<file path="src/rtl/mux_pipe_n.sv">
// N-input selecting pipeline stage with a two-entry elastic buffer.
// Head beat lives in registers that drive Out/SelOut directly; a second entry absorbs one stall.
module mux_pipe_n #(
  parameter  int unsigned WIDTH = 64,
  parameter  int unsigned N     = 4,
  localparam int unsigned SEL_W = $clog2(N)
) (
  input  logic                   CLK,
  input  logic                   RESET_N,
  input  logic [N*WIDTH-1:0]     In,
  input  logic [SEL_W-1:0]       S,
  input  logic                   InValid,
  output logic                   InReady,
  output logic [WIDTH-1:0]       Out,
  output logic [SEL_W-1:0]       SelOut,
  output logic                   OutValid,
  input  logic                   OutReady,
  input  logic                   Flush,
  output logic [1:0]             Count
);

  localparam logic [SEL_W-1:0] SEL_MAX = SEL_W'(N - 1);

  typedef enum logic [1:0] {
    ST_EMPTY = 2'd0,
    ST_ONE   = 2'd1,
    ST_FULL  = 2'd2
  } occ_e;

  occ_e                r_state;
  occ_e                w_state_nxt;
  logic                r_in_ready;
  logic                r_out_valid;
  logic [WIDTH-1:0]    r_head_data;
  logic [SEL_W-1:0]    r_head_sel;
  logic [WIDTH-1:0]    r_tail_data;
  logic [SEL_W-1:0]    r_tail_sel;

  logic [SEL_W-1:0]    w_sel;
  logic [WIDTH-1:0]    w_data;
  logic                w_push;
  logic                w_pop;
  logic                w_load_head_in;
  logic                w_load_head_tail;
  logic                w_load_tail;

  // Out-of-range selects fall back to the last channel.
  always_comb begin
    w_sel = S;
    if ({1'b0, S} >= (SEL_W + 1)'(N)) begin
      w_sel = SEL_MAX;
    end
  end

  always_comb begin
    w_data = '0;
    for (int k = 0; k < int'(N); k++) begin
      if (w_sel == SEL_W'(k)) begin
        w_data = In[k*WIDTH +: WIDTH];
      end
    end
  end

  assign w_push = InValid && r_in_ready;
  assign w_pop  = r_out_valid && OutReady;

  always_ff @(posedge CLK or negedge RESET_N) begin
    if (!RESET_N) begin
      r_state <= ST_EMPTY;
    end else begin
      r_state <= w_state_nxt;
    end
  end

  // Occupancy tracking; flush overrides any same-cycle push or pop.
  always_comb begin
    w_state_nxt = r_state;
    if (Flush) begin
      w_state_nxt = ST_EMPTY;
    end else begin
      case (r_state)
        ST_EMPTY: if (w_push) w_state_nxt = ST_ONE;
        ST_ONE: begin
          if (w_push && !w_pop) begin
            w_state_nxt = ST_FULL;
          end else if (!w_push && w_pop) begin
            w_state_nxt = ST_EMPTY;
          end
        end
        ST_FULL:  if (w_pop) w_state_nxt = ST_ONE;
        default:  w_state_nxt = ST_EMPTY;
      endcase
    end
  end

  // Datapath load enables derived from occupancy and the handshakes.
  always_comb begin
    w_load_head_in   = 1'b0;
    w_load_head_tail = 1'b0;
    w_load_tail      = 1'b0;
    if (!Flush) begin
      case (r_state)
        ST_EMPTY: w_load_head_in = w_push;
        ST_ONE: begin
          if (w_push && w_pop) begin
            w_load_head_in = 1'b1;
          end else if (w_push) begin
            w_load_tail = 1'b1;
          end
        end
        ST_FULL:  w_load_head_tail = w_pop;
        default: begin
          w_load_head_in   = 1'b0;
          w_load_head_tail = 1'b0;
          w_load_tail      = 1'b0;
        end
      endcase
    end
  end

  always_ff @(posedge CLK or negedge RESET_N) begin
    if (!RESET_N) begin
      r_head_data <= '0;
      r_head_sel  <= '0;
      r_tail_data <= '0;
      r_tail_sel  <= '0;
    end else begin
      if (w_load_head_in) begin
        r_head_data <= w_data;
        r_head_sel  <= w_sel;
      end else if (w_load_head_tail) begin
        r_head_data <= r_tail_data;
        r_head_sel  <= r_tail_sel;
      end
      if (w_load_tail) begin
        r_tail_data <= w_data;
        r_tail_sel  <= w_sel;
      end
    end
  end

  // Handshake flags are registered from next occupancy so no ready/valid path is combinational.
  always_ff @(posedge CLK or negedge RESET_N) begin
    if (!RESET_N) begin
      r_in_ready  <= 1'b0;
      r_out_valid <= 1'b0;
    end else begin
      r_in_ready  <= (w_state_nxt != ST_FULL);
      r_out_valid <= (w_state_nxt != ST_EMPTY);
    end
  end

  assign InReady  = r_in_ready;
  assign OutValid = r_out_valid;
  assign Out      = r_head_data;
  assign SelOut   = r_head_sel;
  assign Count    = r_state;

endmodule

</file>
<file path="config.mk">
export PLATFORM = sky130hd
export DESIGN_NAME = mux_pipe_n
export DESIGN_NICKNAME = d
export VERILOG_FILES = /design/src/rtl/mux_pipe_n.sv
export SDC_FILE = /design/constraint.sdc
export NUM_CORES = 1
export LEC_CHECK = 0
export ABC_AREA = 1
export BUFFER_PORTS_ARGS = -buffer_cell sky130_fd_sc_hd__buf_2
export CELL_PAD_IN_SITES_DETAIL_PLACEMENT = 0
export CELL_PAD_IN_SITES_GLOBAL_PLACEMENT = 2
export CORE_UTILIZATION = 27
export CTS_CLUSTER_DIAMETER = 200
export CTS_CLUSTER_SIZE = 28
export DETAILED_ROUTE_END_ITERATION = 16
export GPL_ROUTABILITY_DRIVEN = 0
export HOLD_SLACK_MARGIN = 0.12
export MAX_ROUTING_LAYER = met4
export PLACE_DENSITY_LB_ADDON = 0.15
export SLEW_MARGIN = 20
export SYNTH_ARGS = -nofsm -noshare
export SYNTH_HDL_FRONTEND = slang
export SYNTH_SLANG_ARGS = --single-unit
</file>
<file path="constraint.sdc">
create_clock -name CLK -period 2.8 [get_ports CLK]
set_clock_uncertainty 0.2 [all_clocks]
set_input_delay 0.14 -clock CLK [delete_from_list [all_inputs] [get_ports CLK]]
set_output_delay 0.14 -clock CLK [all_outputs]
set_load 0.005 [all_outputs]
</file>
==> qor.csv <==
stage,metric,value,unit
global_routing,gr-total-overflow,0,
critical_path,path_class,in2reg,
timing,max-slew-margin-rel,0.528,
routing,wire_per_inst,15.4,µm
critical_path,reg2regPathDepth,8,
synth,synth_common_cells,"nand2_1 (385), nand3_1 (230), dfrtp_1 (136)",
hold_path,min_path_type,reg2reg,
synth,synth.top_cell.area_share,0.424,
timing,rsz0062_at_grt,false,
critical_path,worst_setup_path_end_kind,flip-flop,
flow_run,cap_viol_max_count,0,
synth,syn_area,8020,µm²
routing,vias,9131,
global_routing,antenna_found_initial,1,
critical_path,path_delay_family,buffers and inverters,
timing,whs,281,ps
clocking,ctsRootBufferMaster,clkbuf_16,
global_routing,grt_max_degree,71,
routing,drc_errors,0,
clocking,cts_tree,yes,
synth,postSynthAreaPerCell,7.04,µm²
floorplanning,coreArea,28900,µm²
critical_path,path_common_cell,nand3_1,
routing,drt_pass1_iterations,5,
critical_path,path_buf_inv,4,
final_layout,layout-drive-gt1-share,0.253,
synth,ys_seq_area_frac,0.424,
routing,drt_iter0_drc,473,
hold_path,min_to,r_tail_data[28],
timing,slew_viol_final,0,
hold_path,min_delay_path_depth,2,
synth,synth_top_flop_cell,dfrtp_1,
critical_path,slowest_delay,570,ps
outcome,status,"finished, final reports clean",
routing,vias_per_cell,4.60,
critical_path,crit_path_start_kind,primary input,
routing,ant_nets,0,
synth,synth_cell_type_count,26,
timing,worstMarginPinSlew,707,ps
synth,yosys.area.top_type,dfrtp_1,
global_routing,globalRouteTotalUtil,0.211,
critical_path,rr_endpoint,Out[56],
pwr,p_per_area,625,nW/µm²
synth,synth_edf_count,0,
placement,hpwl,19700,µm
synth,synth_fp_nets,1402,
critical_path,rr_startpoint,OutValid,
final_layout,n_antenna_cell,0,
floorplanning,start_util,0.277,
floorplanning,dieArea,30400,µm²
synth,synthCells,1139,
hold_path,min-delay-start,r_tail_data[28],
timing,setup_viol_count_final,0,
clocking,cts_buffers,17,
critical_path,path_cells,buf_4 > buf_4 > nor2_1 > nand2_1 > nand3_1 > dlygate4sd3_1 > nand3_1 > nand3_1 > dlygate4sd3_1,
clocking,insertion_delay,410,ps
global_routing,grt_pass1_wl,49300,µm
synth,postSynth.asyncResetShare,1.00,
critical_path,critical_path_arrival,2620,ps
routing,routed_wl,30600,µm
timing,hold_viol_final,0,
clocking,cts_setup_buffers,0,
final_layout,final_nets,1851,
synth,yosysMostFrequentCell,nand2_1,
critical_path,critPathMaxFanout,48,
critical_path,worstPathRequired,2890,ps
timing,period_share,0.902,
pwr,vdd_drop_max,0.340,mV
synth,yosys_warnings,0,
clocking,clk_pin_slew,60,ps
clocking,clock-sinks,136,
floorplanning,die_width,174,µm
global_routing,grt_pass1_vias,9300,
synth,netlist_top_cells_area,"dfrtp_1 (42%), nand2_1 (18%), nand3_1 (14%)",
critical_path,regToRegSetupSlack,300,ps
final_layout,area_growth,51.6,%
clocking,clk_path_buf_depth,2,
synth,synth-seq-cells,136,
floorplanning,io_pins,333,
timing,period_needed,2530,ps
critical_path,slowest_stage,dlygate4sd3_1,
pwr,power_leakage,6.03,nW
floorplanning,rows,62,
placement,io_buffer_count,332,
timing,max_freq,396,MHz
floorplanning,die_y,174,µm
timing,tns,0,ps
clocking,h-tree-depth,4,
-- state kept, by name, indices dropped and copies added (netlist names) --
register,count
Out,64
r_tail_data,64
Count,2
SelOut,2
r_tail_sel,2
InReady,1
OutValid,1
-- how the worst max path moves through the flow --
stage	from	end	slack [ps]	cells after the start
finish	S[0]	Out[47]	270	9
global route	OutValid	Out[56]	90	8
CTS	S[1]	Out[42]	70	9
detailed placement	OutValid	Out[25]	690	7
global placement	OutValid	Out[26]	720	7
floorplan	OutValid	Out[0]	1180	8
-- logic make-up after synthesis --
family,synth area share
DFF,0.424
AOI/OAI and AO/OA,0.103
and+or+nand+nor,0.388
buffers and inverters,0.0847
-- timing repair --
item                                   in CTS  in global routing
setup endpoints to repair                   0                  4
resized for setup                           0                  3
hold buffers                              165                  0
endpoints found under the hold margin     268                  0
-- worst reg2reg max path: cells and delay by family (launching register included) --
kind / cells / cell delay [ps]
AND/OR/NAND/NOR: 6 / 810
buffers and inverters: 2 / 1050
flip-flops: 1 / 370
-- through the flow --
stage,utilization,instances,setup WS [ps],power (mW),area [µm²]
finish,0.420,1984,274,7.60,12200
global route,0.420,1984,86.5,8.20,12200
CTS,0.420,1984,73.2,7.71,12200
detailed placement,0.343,1788,695,5.14,9920
global placement,0.343,1788,721,5.11,9920
floorplan,-,1139,1180,4.20,8020
-- where the power goes --
group          switching, mW  leakage [nW]  internal, mW
Sequential             0.386          1.66          2.70
Combinational           1.16          4.10          1.11
Clock                  0.892         0.272          1.36
-- final cells by class --
cell class | instances | area, µm²
clock buffer | 21 | 460
timing repair buffer | 513 | 3500
fill | 3127 | 16800
multi-input combinational | 858 | 3960
inverter | 62 | 238
sequential | 136 | 3400
clock inverter | 10 | 121
tap | 384 | 480
-- cells in the final DEF (no fill, tap or decap), types with 17 or more instances in the layout --
cell type,netlist,routed
clkbuf_16,0,17
dfrtp_1,136,136
dlygate4sd3_1,0,165
nand2_1,385,385
or2_1,26,26
nand3_1,230,229
o21ai_1,46,46
or2_0,23,23
buf_2,21,329
inv_1,60,59
o21ai_0,118,118
-- layer usage --
| metal | share of wire | global-route usage |
|---|---|---|
| met2 | 0.51 | 0.373 |
| met1 | 0.44 | 0.254 |
| met3 | 0.045 | 0.0324 |
| met5 | 0 | - |
| met4 | 0.0086 | 0.0413 |
(Power assumes the default switching activity.)
